`src/rtl/serial_pkg.sv`:
```
// rtl/serial_pkg.sv - shared types and constants for the serial link
// Purpose: FSM state encoding, SC bit positions and default register addresses.
// Ports: none (package).
package serial_pkg;

  typedef enum logic [1:0] {
    IDLE = 2'd0,
    LOW  = 2'd1,
    HIGH = 2'd2,
    DONE = 2'd3
  } serial_state_t;

  localparam int SC_START = 7;
  localparam int SC_SPEED = 1;
  localparam int SC_SRC   = 0;

  localparam logic [15:0] SB_ADDR_DEFAULT = 16'hFF01;
  localparam logic [15:0] SC_ADDR_DEFAULT = 16'hFF02;

endpackage

```
`src/rtl/serial_sync_edge.sv`:
```
// rtl/serial_sync_edge.sv - two-flop synchroniser with rise/fall pulses
// Purpose: bring an asynchronous clock-like input into I_CLK and flag its edges.
// Ports:
//   I_CLK    system clock
//   I_RESET  synchronous active-high reset (flops preset to 1, the idle level)
//   i_async  asynchronous input
//   o_rise   one-cycle pulse on a synchronised 0->1 transition
//   o_fall   one-cycle pulse on a synchronised 1->0 transition
module serial_sync_edge (
  input  logic I_CLK,
  input  logic I_RESET,
  input  logic i_async,
  output logic o_rise,
  output logic o_fall
);

  logic r_meta;
  logic r_sync;
  logic r_prev;

  always_ff @(posedge I_CLK) begin
    if (I_RESET) begin
      r_meta <= 1'b1;
      r_sync <= 1'b1;
      r_prev <= 1'b1;
    end else begin
      r_meta <= i_async;
      r_sync <= r_meta;
      r_prev <= r_sync;
    end
  end

  assign o_rise = r_sync & ~r_prev;
  assign o_fall = ~r_sync & r_prev;

endmodule

```
`src/rtl/serial_link.sv`:
```
// rtl/serial_link.sv - memory-mapped SB/SC serial shift link
// Purpose: CPU-visible SB (data) and SC (control) registers driving an MSB-first
//   shift link clocked internally (normal/fast divider) or by an external clock.
// Ports:
//   I_CLK, I_RESET         system clock, synchronous active-high reset
//   I_ADDR_BUS             CPU address
//   IO_DATA_BUS            CPU write data
//   I_WE_BUS_L, I_RE_BUS_L write/read strobes, active low
//   O_DATA_BUS, O_DATA_OE  read data and its enable
//   O_SERIAL_INTERRUPT     one-cycle pulse when a transfer completes
//   I_EXTERNAL_CLOCK       asynchronous external serial clock
//   O_SERIAL_CLOCK         generated serial clock, idles high
//   I_SERIAL_DATA          asynchronous serial input
//   O_SERIAL_DATA          serial output bit
module serial_link
  import serial_pkg::*;
#(
  parameter int          DATA_WIDTH = 8,
  parameter int          DIV_NORMAL = 512,
  parameter int          DIV_FAST   = 16,
  parameter logic [15:0] SB_ADDR    = SB_ADDR_DEFAULT,
  parameter logic [15:0] SC_ADDR    = SC_ADDR_DEFAULT
) (
  input  logic        I_CLK,
  input  logic        I_RESET,
  input  logic [15:0] I_ADDR_BUS,
  input  logic [7:0]  IO_DATA_BUS,
  input  logic        I_WE_BUS_L,
  input  logic        I_RE_BUS_L,
  output logic [7:0]  O_DATA_BUS,
  output logic        O_DATA_OE,
  output logic        O_SERIAL_INTERRUPT,
  input  logic        I_EXTERNAL_CLOCK,
  output logic        O_SERIAL_CLOCK,
  input  logic        I_SERIAL_DATA,
  output logic        O_SERIAL_DATA
);

  localparam int DIV_MAX = (DIV_NORMAL > DIV_FAST) ? DIV_NORMAL : DIV_FAST;
  localparam int DIV_W   = $clog2(DIV_MAX);
  localparam int CNT_W   = $clog2(DATA_WIDTH + 1);

  localparam logic [DIV_W-1:0] HALF_NORMAL = DIV_W'(DIV_NORMAL / 2);
  localparam logic [DIV_W-1:0] HALF_FAST   = DIV_W'(DIV_FAST / 2);
  localparam logic [CNT_W-1:0] BIT_LAST    = CNT_W'(DATA_WIDTH);

  serial_state_t r_state, w_state_nxt;
  logic [DATA_WIDTH-1:0] r_sb, w_sb_nxt, w_sb_wr;
  logic [7:0]            w_sb_rd;
  logic r_sc_start, w_sc_start_nxt;
  logic r_sc_speed, w_sc_speed_nxt;
  logic r_sc_src,   w_sc_src_nxt;
  logic [CNT_W-1:0] r_bit_cnt, w_bit_cnt_nxt;
  logic [DIV_W-1:0] r_div_cnt, w_div_cnt_nxt;
  logic [DIV_W-1:0] r_half,    w_half_nxt;
  logic r_sclk, w_sclk_nxt;
  logic r_sout, w_sout_nxt;
  logic r_irq,  w_irq_nxt;
  logic r_sin_meta, r_sin_sync;

  logic w_ext_rise, w_ext_fall;
  logic w_sb_hit, w_sc_hit, w_sb_we, w_sc_we;
  logic w_half_done, w_low_end, w_high_end;

  serial_sync_edge u_ext_clk_sync (
    .I_CLK   (I_CLK),
    .I_RESET (I_RESET),
    .i_async (I_EXTERNAL_CLOCK),
    .o_rise  (w_ext_rise),
    .o_fall  (w_ext_fall)
  );

  // Serial data only needs to be stable when a clock edge is detected.
  always_ff @(posedge I_CLK) begin
    if (I_RESET) begin
      r_sin_meta <= 1'b1;
      r_sin_sync <= 1'b1;
    end else begin
      r_sin_meta <= I_SERIAL_DATA;
      r_sin_sync <= r_sin_meta;
    end
  end

  // The CPU sees the top byte of SB; narrower links are zero-extended.
  generate
    if (DATA_WIDTH >= 8) begin : g_sb_wide
      assign w_sb_rd = r_sb[DATA_WIDTH-1 -: 8];
      assign w_sb_wr = DATA_WIDTH'(IO_DATA_BUS) << (DATA_WIDTH - 8);
    end else begin : g_sb_narrow
      assign w_sb_rd = 8'(r_sb);
      assign w_sb_wr = IO_DATA_BUS[DATA_WIDTH-1:0];
    end
  endgenerate

  assign w_sb_hit = (I_ADDR_BUS == SB_ADDR);
  assign w_sc_hit = (I_ADDR_BUS == SC_ADDR);
  assign w_sb_we  = ~I_WE_BUS_L & w_sb_hit;
  assign w_sc_we  = ~I_WE_BUS_L & w_sc_hit;

  always_comb begin
    O_DATA_OE  = 1'b0;
    O_DATA_BUS = 8'h00;
    if (!I_RE_BUS_L) begin
      if (w_sb_hit) begin
        O_DATA_OE  = 1'b1;
        O_DATA_BUS = w_sb_rd;
      end else if (w_sc_hit) begin
        O_DATA_OE  = 1'b1;
        O_DATA_BUS = {r_sc_start, 5'b11111, r_sc_speed, r_sc_src};
      end
    end
  end

  assign w_half_done = (r_div_cnt == r_half - DIV_W'(1));
  assign w_low_end   = r_sc_src ? w_half_done : w_ext_rise;
  assign w_high_end  = r_sc_src ? w_half_done : w_ext_fall;

  always_comb begin
    w_state_nxt    = r_state;
    w_sb_nxt       = r_sb;
    w_sc_start_nxt = r_sc_start;
    w_sc_speed_nxt = r_sc_speed;
    w_sc_src_nxt   = r_sc_src;
    w_bit_cnt_nxt  = r_bit_cnt;
    w_div_cnt_nxt  = r_div_cnt;
    w_half_nxt     = r_half;
    w_sclk_nxt     = r_sclk;
    w_sout_nxt     = r_sout;
    w_irq_nxt      = 1'b0;

    if (w_sb_we && !r_sc_start) begin
      w_sb_nxt = w_sb_wr;
    end

    case (r_state)
      IDLE: begin
      end
      LOW: begin
        if (w_low_end) begin
          // Rising serial clock: sample the input into the LSB.
          w_state_nxt   = HIGH;
          w_div_cnt_nxt = '0;
          w_sclk_nxt    = 1'b1;
          w_sb_nxt      = {r_sb[DATA_WIDTH-2:0], r_sin_sync};
          w_bit_cnt_nxt = r_bit_cnt + CNT_W'(1);
        end else if (r_sc_src) begin
          w_div_cnt_nxt = r_div_cnt + DIV_W'(1);
        end
      end
      HIGH: begin
        if (w_high_end) begin
          w_div_cnt_nxt = '0;
          if (r_bit_cnt == BIT_LAST) begin
            w_state_nxt = DONE;
          end else begin
            w_state_nxt = LOW;
            w_sclk_nxt  = 1'b0;
            w_sout_nxt  = r_sb[DATA_WIDTH-1];
          end
        end else if (r_sc_src) begin
          w_div_cnt_nxt = r_div_cnt + DIV_W'(1);
        end
      end
      DONE: begin
        w_state_nxt    = IDLE;
        w_sc_start_nxt = 1'b0;
        w_irq_nxt      = 1'b1;
      end
      default: begin
        w_state_nxt = IDLE;
      end
    endcase

    // A CPU SC write overrides whatever the FSM decided this cycle,
    // including suppressing the completion pulse in DONE.
    if (w_sc_we) begin
      w_sc_start_nxt = IO_DATA_BUS[SC_START];
      w_sc_speed_nxt = IO_DATA_BUS[SC_SPEED];
      w_sc_src_nxt   = IO_DATA_BUS[SC_SRC];
      if (IO_DATA_BUS[SC_START]) begin
        w_state_nxt   = LOW;
        w_sb_nxt      = r_sb;
        w_bit_cnt_nxt = '0;
        w_div_cnt_nxt = '0;
        w_half_nxt    = IO_DATA_BUS[SC_SPEED] ? HALF_FAST : HALF_NORMAL;
        w_sclk_nxt    = 1'b0;
        w_sout_nxt    = r_sb[DATA_WIDTH-1];
        w_irq_nxt     = 1'b0;
      end else if (r_sc_start) begin
        w_state_nxt   = IDLE;
        w_bit_cnt_nxt = '0;
        w_div_cnt_nxt = '0;
        w_sclk_nxt    = 1'b1;
        w_irq_nxt     = 1'b0;
      end
    end
  end

  always_ff @(posedge I_CLK) begin
    if (I_RESET) begin
      r_state    <= IDLE;
      r_sb       <= '0;
      r_sc_start <= 1'b0;
      r_sc_speed <= 1'b0;
      r_sc_src   <= 1'b0;
      r_bit_cnt  <= '0;
      r_div_cnt  <= '0;
      r_half     <= HALF_NORMAL;
      r_sclk     <= 1'b1;
      r_sout     <= 1'b1;
      r_irq      <= 1'b0;
    end else begin
      r_state    <= w_state_nxt;
      r_sb       <= w_sb_nxt;
      r_sc_start <= w_sc_start_nxt;
      r_sc_speed <= w_sc_speed_nxt;
      r_sc_src   <= w_sc_src_nxt;
      r_bit_cnt  <= w_bit_cnt_nxt;
      r_div_cnt  <= w_div_cnt_nxt;
      r_half     <= w_half_nxt;
      r_sclk     <= w_sclk_nxt;
      r_sout     <= w_sout_nxt;
      r_irq      <= w_irq_nxt;
    end
  end

  assign O_SERIAL_CLOCK     = r_sclk;
  assign O_SERIAL_DATA      = r_sout;
  assign O_SERIAL_INTERRUPT = r_irq;

endmodule

```
`config.mk`:
```
export PLATFORM = sky130hd
export DESIGN_NAME = serial_link
export DESIGN_NICKNAME = d
export VERILOG_FILES = /design/src/rtl/serial_pkg.sv /design/src/rtl/serial_sync_edge.sv /design/src/rtl/serial_link.sv
export SDC_FILE = /design/constraint.sdc
export NUM_CORES = 1
export LEC_CHECK = 0
export ABC_AREA = 1
export CORE_ASPECT_RATIO = 1.2
export CORE_UTILIZATION = 56
export DETAILED_ROUTE_END_ITERATION = 10
export HOLD_SLACK_MARGIN = 0.03
export PLACE_DENSITY_LB_ADDON = 0.25
export SLEW_MARGIN = 30
export SYNTH_ARGS = -nofsm -noshare
export SYNTH_HDL_FRONTEND = slang
export SYNTH_SLANG_ARGS = --single-unit
```
`constraint.sdc`:
```
create_clock -name I_CLK -period 6 [get_ports I_CLK]
set_clock_uncertainty 0.2 [all_clocks]
set_input_delay 1.8 -clock I_CLK [delete_from_list [all_inputs] [get_ports I_CLK]]
set_output_delay 1.8 -clock I_CLK [all_outputs]
set_load 0.1 [all_outputs]
```
==> impl_metrics.env, run 1 <==
export IMPL_status="finished, final reports clean"
export IMPL_synthAdderAreaFrac_pct=4.00
export IMPL_fmax_mhz=178
export IMPL_syn2layout_area_growth_pct=31.9
export IMPL_required_ns=4.00
export IMPL_min_path_type="flop to flop"
export IMPL_grt_pass1_vias=2064
export IMPL_fin_crit_sh_pct=93.6
export IMPL_synth_compound_area_share_pct=13.3
export IMPL_synth_top_family_by_area="simple AND/OR/NAND/NOR gates"
export IMPL_ant_nets=0
export IMPL_worstPathMaxFanout=5
export IMPL_arrival_ns=3.62
export IMPL_leakage_nw=1.25
export IMPL_htree_levels=2
export IMPL_grtUsageTotal_pct=26.6
export IMPL_yosys_area_share_simple_pct=36.3
export IMPL_port_buffers=41
export IMPL_cts_max_path_buffers=2
export IMPL_yosys_warnings=0
export IMPL_synthCells=307
export IMPL_wl_per_cell_um=12.3
export IMPL_grt_max_degree=16
export IMPL_post_synth_top_count_cell="nand2_1"
export IMPL_drt_initial_drc_count=99
export IMPL_yosys_most_used_dff="dfxtp_1"
export IMPL_syn_num_nets=344
export IMPL_die_h_um=70.5
export IMPL_cts_tree="done"
export IMPL_synth_edff_count=0
export IMPL_cts_setup_buffers=0
export IMPL_synth_xor_xnor_area_share_pct=3.60
export IMPL_cts_buffers=5
export IMPL_tightest_slew_ns=0.968
export IMPL_cts_root_buf="clkbuf_8"
export IMPL_finalHoldViolCount=0
export IMPL_end_kind="output port"
export IMPL_place_area_um2=2800
export IMPL_report_final_slew_viol_count=0
export IMPL_syn_area_per_cell_um2=7.13
export IMPL_clk_pin_slew_ns=0.07
export IMPL_die_area_um2=4160
export IMPL_initial_utilization_pct=59.3
export IMPL_routed_via_density=5.15
export IMPL_fp_row_count=24
export IMPL_synth_top_area_cell="dfxtp_1"
export IMPL_drcViolationCount=0
export IMPL_fin_ws_ns=0.382
export IMPL_cap_viol_max_count=0
export IMPL_pre_cts_slack_ns=0.373
export IMPL_synth_mux_area_share_pct=0.514
export IMPL_final_nets=389
export IMPL_diodes=0
export IMPL_final_area_um2=2890
export IMPL_worstSetupPathType="input pin to output port"
export IMPL_synth_cell_type_count=39
export IMPL_vias=2085
export IMPL_setup_tns_ns=0
export IMPL_rsz0062_at_grt="no"
export IMPL_ys_ff_latch=36
export IMPL_gr_total_overflow=0
export IMPL_wirelength_um=5000
export IMPL_finalSetupViolations=0
export IMPL_clock_latency_ns=0.30
export IMPL_yosysSeqAreaShare_pct=32.9
export IMPL_netlist_top_cells_count="nand2_1, inv_1, dfxtp_1, nor2_1, nand3_1"
export IMPL_synthArstFlopShare_pct=0
export IMPL_relSlewSlack_pct=35.3
export IMPL_io_pin_count=42
export IMPL_antenna_found_initial=0
export IMPL_synth_area_leaders="dfxtp_1, nand2_1, inv_1"
export IMPL_ir_drop_v=0.000179
export IMPL_cts_resized=0
export IMPL_grt_pass1_wl_um=8400
export IMPL_p_per_area_nw_per_um2=156
export IMPL_core_area_um2=3690
export IMPL_clock_sinks=36
export IMPL_holdBufCountCts=0
export IMPL_final_layout_size_suffix_gt1_share_pct=19.5
export IMPL_die_w_um=59.1
export IMPL_synth_area_um2=2190
export IMPL_startpoint_type="input pin"
export IMPL_period_needed_ns=5.62
export IMPL_place_congestion=0.827
export IMPL_dp_hpwl_um=3850
export IMPL_drt_first_pass_iters=4
export IMPL_synthDominantCellAreaShare_pct=32.9
==> routing by layer <==
layer	vias up	track usage [%]	wire [um]
li1	1065	-	-
met1	944	27.4	2060
met2	67	49.1	2530
met3	9	7.04	333
met4	0	10.3	78
met5	-	0	0
==> path summary, 6_finish.rpt <==
check,from,endpoint,slack (ns),depth (start not counted)
min reg2reg,u_ext_clk_sync.r_meta$_SDFF_PP1_,u_ext_clk_sync.r_sync$_SDFF_PP1_,0.22,1
max reg2reg,r_state[0]$_SDFF_PP0_,r_div_cnt[7]$_SDFF_PP0_,4.01,8
max,I_ADDR_BUS[13],O_DATA_BUS[6],0.38,10
min,u_ext_clk_sync.r_meta$_SDFF_PP1_,u_ext_clk_sync.r_sync$_SDFF_PP1_,0.22,1
==> final cells by class <==
type,count,area (um^2)
Multi-Input combinational cell,221,1330
Clock inverter,3,18.8
Tap cell,52,65.1
Timing Repair Buffer,42,508
Fill cell,273,806
Sequential cell,36,721
Inverter,46,173
Clock buffer,5,68.8
==> per-stage QoR <==
step	instances	total power, mW	hold slack, ns	utilization, %
2_1_floorplan	307	0.259	0.189	-
3_3_place_gp	397	0.282	0.194	75.8
3_5_place_dp	397	0.283	0.203	75.8
4_1_cts	405	0.455	0.221	78.2
5_1_grt	405	0.467	0.231	78.2
6_report	405	0.451	0.216	78.2
==> power by group <==
group / internal [mW] / total, mW / switching (mW)
clock network: 0.0809 / 0.173 / 0.0921
logic: 0.0207 / 0.0370 / 0.0164
registers: 0.240 / 0.241 / 0.000439
==> critical path, stage by stage <==
cell             delay (ns)
clkdlybuf4s50_1        0.46
nand2_1                0.05
nor2_1                 0.24
nand2_4                0.12
nor2_4                 0.13
nor2_1                 0.08
nor2_4                 0.11
inv_1                  0.21
a21oi_4                0.21
buf_12                 0.19
==> state kept, by name, indices dropped and copies added, names as in the netlist, 2 cells and up <==
name / cells
r_div_cnt: 9
r_sb: 8
r_bit_cnt: 4
r_half: 2
r_state: 2
==> kinds of logic (layout without fill, tap and decap cells) <==
group	count (synthesis)	after routing
fa+ha+maj	7	7
xor+xnor	9	9
flops	36	36
buf+inv	50	96
mux	1	1
compound gates	44	44
simple gates	160	160
==> placed cells by master, fill, tap and decap left out, drive strengths merged, types with 10 or more instances in the layout <==
master         Yosys  routed
o21ai             14      14
dfxtp             36      36
clkdlybuf4s50      0      32
a21oi             20      20
inv               46      46
nand3             25      25
buf                3      10
nand2             74      74
nor2              47      47
No activity file was read; power rests on OpenSTA's default activity.
==> run 2: changes to the inputs <==
==> constraint.sdc (replaced) <==
create_clock -name I_CLK -period 6 [get_ports I_CLK]
set_clock_uncertainty 0.2 [all_clocks]
set_input_delay 1.2 -clock I_CLK [delete_from_list [all_inputs] [get_ports I_CLK]]
set_output_delay 1.2 -clock I_CLK [all_outputs]
set_load 0.1 [all_outputs]
==> run 2 against run 1 <==
  * Combinational power down 2%
  * First-iteration DRC count increased by 8.1%
  * Sequential share of layout area rose by 1.7 points
  * Fmax increased by 23%
  * Final area fell by 6.5%
  * Final cell count fell by 0.25%
  * Clock-buffer cell count stayed put
  * Register-to-register slack got worse by 0.07 ns
  * Core utilization is 5.0 points lower
  * Via count down 3.0%
  * Power rose by 1.9%
  * Setup slack better by 1.1 ns
  * Critical path type unchanged
  * Critical endpoint is now O_DATA_BUS[5]
==> impl_metrics.env, run 2 (synthesized netlist as in run 1, its figures left out) <==
export IMPL_status="finished, final reports clean"
export IMPL_cts_resized=0
export IMPL_p_per_area_nw_per_um2=170
export IMPL_end_kind="output port"
export IMPL_fp_row_count=24
export IMPL_clock_latency_ns=0.30
export IMPL_ant_nets=0
export IMPL_ir_drop_v=0.000158
export IMPL_gr_usage_met1_pct=31.4
export IMPL_final_area_um2=2700
export IMPL_initial_utilization_pct=59.3
export IMPL_hold_slack_ns=0.226
export IMPL_drt_first_pass_iters=4
export IMPL_clk_pin_slew_ns=0.08
export IMPL_die_h_um=70.5
export IMPL_arrival_ns=3.16
export IMPL_place_area_um2=2610
export IMPL_diodes=0
export IMPL_final_layout_size_suffix_gt1_share_pct=17.0
export IMPL_fmax_mhz=220
export IMPL_cts_max_path_buffers=2
export IMPL_holdBufCountCts=0
export IMPL_min_path_type="flop to flop"
export IMPL_dp_hpwl_um=3870
export IMPL_worstPathMaxFanout=15
export IMPL_final_cell_mix="nand2_1, inv_1, dfxtp_1, clkdlybuf4s50_1, nor2_1"
export IMPL_p_sw_uw=116
export IMPL_tightest_slew_ns=0.968
export IMPL_reg_top3="r_div_cnt (9), r_sb (8), r_bit_cnt (4)"
export IMPL_report_final_slew_viol_count=0
export IMPL_final_nets=388
export IMPL_drcViolationCount=0
export IMPL_met2_usage_pct=47.2
export IMPL_met3_usage_pct=5.74
export IMPL_grtUsageTotal_pct=26.7
export IMPL_wl_per_cell_um=12.3
export IMPL_die_w_um=59.1
export IMPL_rsz0062_at_grt="no"
export IMPL_power_share_clock_pct=39.7
export IMPL_drt_initial_drc_count=107
export IMPL_core_area_um2=3690
export IMPL_grt_pass1_vias=1949
export IMPL_antenna_found_initial=0
export IMPL_period_needed_ns=4.56
export IMPL_fin_crit_sh_pct=75.9
export IMPL_startpoint_type="input pin"
export IMPL_p_int_uw=343
export IMPL_htree_levels=2
export IMPL_cts_buffers=5
export IMPL_required_ns=4.60
export IMPL_finalSetupViolations=0
export IMPL_gr_total_overflow=0
export IMPL_largest_register="r_div_cnt"
export IMPL_pwr_share_comb_pct=7.9
export IMPL_place_congestion=0.819
export IMPL_grt_busiest_layer="met2"
export IMPL_vias=2022
export IMPL_relSlewSlack_pct=35.3
export IMPL_largest_reg_flops=9
export IMPL_p_sw_share_pct=25.3
export IMPL_leakage_nw=1.21
export IMPL_cap_viol_max_count=0
export IMPL_wirelength_um=4980
export IMPL_clock_sinks=36
export IMPL_syn2layout_area_growth_pct=23.4
export IMPL_cts_setup_buffers=0
export IMPL_finalHoldViolCount=0
export IMPL_worstSetupPathType="input pin to output port"
export IMPL_die_area_um2=4160
export IMPL_port_buffers=41
export IMPL_cts_root_buf="clkbuf_8"
export IMPL_layout_commonest_cell="nand2_1"
export IMPL_seqPwrFrac_pct=52.4
export IMPL_io_pin_count=42
export IMPL_grt_max_degree=16
export IMPL_cts_tree="done"
export IMPL_grt_pass1_wl_um=8490
export IMPL_routed_via_density=5.00
-- run 2: worst max-delay path, stage by stage --
cell             delay (ns)
clkdlybuf4s50_1        0.46
inv_1                  0.06
nor3_2                 0.22
inv_1                  0.13
nor2_4                 0.30
nor2_1                 0.09
nor2_1                 0.14
inv_1                  0.11
a21oi_1                0.14
buf_4                  0.31
-- run 2: stage by stage --
step	cells	setup WS, ns	total power [mW]	util, %	setup TNS [ns]
5_1_grt	404	1.25	0.477	73.1	0
3_3_place_gp	396	1.54	0.282	70.6	0
4_1_cts	404	1.44	0.463	73.1	0
6_report	404	1.44	0.459	73.1	0
2_1_floorplan	307	-0.309	0.259	-	-1.55
3_5_place_dp	396	1.45	0.283	70.6	0
-- run 2: metal layers --
layer | vias to the layer above | wire, um | part of all wire, %
li1 | 1063 | - | -
met4 | 0 | 46 | 0.92
met1 | 908 | 2110 | 42
met3 | 4 | 184 | 3.7
met5 | - | 0 | 0
met2 | 47 | 2640 | 53
-- run 2: power by group through the flow --
stage	combinational [mW]	clock, mW	sequential, mW
after floorplan	0.0128	0	0.246
after global placement	0.0357	0	0.246
after detailed placement	0.0364	0	0.246
after CTS	0.0366	0.185	0.241
after global routing	0.0398	0.196	0.241
final	0.0364	0.182	0.241
-- run 2: final timing paths --
kind	from	end	slack (ns)	cells after the start
setup / recovery	I_ADDR_BUS[0]	O_DATA_BUS[5]	1.44	10
hold / removal	u_ext_clk_sync.r_meta$_SDFF_PP1_	u_ext_clk_sync.r_sync$_SDFF_PP1_	0.23	1
setup reg to reg	r_state[0]$_SDFF_PP0_	r_div_cnt[7]$_SDFF_PP0_	3.94	8
hold reg to reg	u_ext_clk_sync.r_meta$_SDFF_PP1_	u_ext_clk_sync.r_sync$_SDFF_PP1_	0.23	1
-- run 2: cell type report --
type	count	area [um^2]
clock buffers	5	68.8
clock inverters	3	23.8
fillers	307	992
inverters	46	173
multi-input cells	221	1260
flip-flops and latches	36	721
well taps	52	65.1
repair buffers	41	388
==> run 3: changes to the inputs <==
CORE_UTILIZATION = 47   (was 56)
clock period = 4.1 ns   (was 6 ns; I/O delays follow)
==> run 3 against run 2 <==
  * Via count grew 2.1%
  * Power grew 44%
  * Core utilization shrank 6.7 points
  * Combinational power grew 50%
  * Global-route usage shrank 6.0 points
  * Clock power grew 40%
  * Sequential share of layout area shrank 1.8 points
==> impl_metrics.env, run 3 (synthesized netlist as in run 1, its figures left out) <==
export IMPL_final_area_um2=2900
export IMPL_fmax_mhz=275
export IMPL_path_buf_inv=3
export IMPL_largest_reg_flops=9
export IMPL_r2r_cells=8
export IMPL_report_final_slew_viol_count=0
export IMPL_required_ns=3.08
export IMPL_syn2layout_area_growth_pct=32.3
export IMPL_largest_register="r_div_cnt"
export IMPL_port_buffers=41
export IMPL_die_w_um=64.3
export IMPL_cts_max_path_buffers=2
export IMPL_crit_family="buffers and inverters"
export IMPL_min_path_type="flop to flop"
export IMPL_final_nets=390
export IMPL_wl_per_cell_um=11.8
export IMPL_finalHoldViolCount=0
export IMPL_gr_total_overflow=0
export IMPL_finalSetupViolations=0
export IMPL_holdBufCountCts=0
export IMPL_fin_crit_sh_pct=88.8
export IMPL_status="finished, final reports clean"
export IMPL_timing_rr_start="r_state[0]$_SDFF_PP0_"
export IMPL_path_depth=11
export IMPL_cpMostUsedCell="nor2_4"
export IMPL_relSlewSlack_pct=35.6
export IMPL_fp_row_count=26
export IMPL_rsz0062_at_grt="no"
export IMPL_drt_first_pass_iters=4
export IMPL_ant_nets=0
export IMPL_r2r_end="r_div_cnt[7]$_SDFF_PP0_"
export IMPL_period_needed_ns=3.64
export IMPL_worstPathMaxFanout=5
export IMPL_startpoint_type="input pin"
export IMPL_nFillCells=408
export IMPL_final_layout_size_suffix_gt1_share_pct=19.2
export IMPL_diodes=0
export IMPL_die_h_um=76.8
export IMPL_clock_latency_ns=0.29
export IMPL_grtUsageTotal_pct=20.7
export IMPL_htree_levels=2
export IMPL_setup_worst_path_start="I_ADDR_BUS[5]"
export IMPL_initial_utilization_pct=50.2
export IMPL_p_per_area_nw_per_um2=228
export IMPL_slowest_delay_ns=0.41
export IMPL_layout_commonest_cell="nand2_1"
export IMPL_clock_sinks=36
export IMPL_clk_pin_slew_ns=0.08
export IMPL_cts_resized=0
export IMPL_cp_cell_sequence="clkdlybuf4s50_1, nor2_1, nand2_1, nor2_4, nand2_4, nor2_4, nor2_1, nor2_4, inv_1, a21oi_4, buf_12"
export IMPL_dp_hpwl_um=3730
export IMPL_place_area_um2=2810
export IMPL_final_cell_mix="nand2_1, inv_1, dfxtp_1, clkdlybuf4s50_1, nor2_1"
export IMPL_arrival_ns=2.62
export IMPL_cts_root_buf="clkbuf_8"
export IMPL_grt_max_degree=16
export IMPL_cts_buffers=5
export IMPL_leakage_nw=1.25
export IMPL_regToRegSetupSlack_ns=2.04
export IMPL_crit_path_end="O_DATA_BUS[3]"
export IMPL_reg_top3="r_div_cnt (9), r_sb (8), r_bit_cnt (4)"
export IMPL_vias=2064
export IMPL_finalNonFillerCells=410
export IMPL_drt_initial_drc_count=65
export IMPL_dp_cells=402
export IMPL_die_area_um2=4940
export IMPL_io_pin_count=42
export IMPL_cap_viol_max_count=0
export IMPL_core_area_um2=4360
export IMPL_drcViolationCount=0
export IMPL_grt_pass1_wl_um=8100
export IMPL_antenna_found_initial=0
export IMPL_critPathSlowestCell="clkdlybuf4s50_1"
export IMPL_place_congestion=0.789
export IMPL_cts_setup_buffers=0
export IMPL_routed_via_density=5.03
export IMPL_end_kind="output port"
export IMPL_wirelength_um=4830
export IMPL_cts_tree="done"
export IMPL_tightest_slew_ns=0.963
export IMPL_worstSetupPathType="input pin to output port"
export IMPL_ir_drop_v=0.000245
export IMPL_grt_pass1_vias=1927
==> run 3: cell types whose count changed in the layout (fill, tap and decap cells not counted) <==
cell,previous run,this run
a21oi_1,19,14
a21oi_4,1,6
buf_12,0,9
buf_4,9,2
nor2_1,29,28
nor2_4,3,4
==> run 3: per-layer routing <==
metal	routed length, um	GRT usage [%]	vias up
met3	250	4.46	10
met5	0	0	-
met2	2370	36.4	57
met1	2110	23.5	931
li1	-	-	1066
met4	101	8.89	0
==> run 3: how the worst min path moves through the flow <==
stage	start	endpoint	slack [ns]	cells after the start
after CTS	r_sin_meta$_SDFF_PP1_	r_sin_sync$_SDFF_PP1_	0.22	1
after global routing	u_ext_clk_sync.r_meta$_SDFF_PP1_	u_ext_clk_sync.r_sync$_SDFF_PP1_	0.24	1
after global placement	u_ext_clk_sync.r_meta$_SDFF_PP1_	u_ext_clk_sync.r_sync$_SDFF_PP1_	0.19	1
final	r_sin_meta$_SDFF_PP1_	r_sin_sync$_SDFF_PP1_	0.22	1
after detailed placement	r_sin_meta$_SDFF_PP1_	r_sin_sync$_SDFF_PP1_	0.20	1
after floorplan	u_ext_clk_sync.r_meta$_SDFF_PP1_	u_ext_clk_sync.r_sync$_SDFF_PP1_	0.19	1
==> run 3: where the power goes <==
part | internal, mW | switching, mW
Sequential | 0.351 | 0.000502
Clock | 0.120 | 0.134
Combinational | 0.0308 | 0.0238
==> run 3: per-stage QoR <==
step	setup TNS, ns	util [%]	setup slack [ns]	power (mW)	hold WS, ns
after floorplan	-0.152	-	-0.0577	0.379	0.189
after global placement	0	64.4	0.478	0.414	0.191
after detailed placement	0	64.4	0.439	0.415	0.203
after CTS	0	66.5	0.440	0.666	0.221
after global routing	0	66.5	0.288	0.685	0.235
final	0	66.5	0.459	0.661	0.217
==> run 3: area by class of cell <==
| type | count | area, um^2 | share of cell area (%) |
|---|---|---|---|
| Clock buffer | 5 | 68.8 | 2.37 |
| Clock inverter | 3 | 23.8 | 0.820 |
| Inverter | 46 | 173 | 5.96 |
| Multi-Input combinational cell | 221 | 1330 | 45.8 |
| Sequential cell | 36 | 721 | 24.9 |
| Tap cell | 56 | 70.1 | 2.42 |
| Timing Repair Buffer | 43 | 515 | 17.8 |
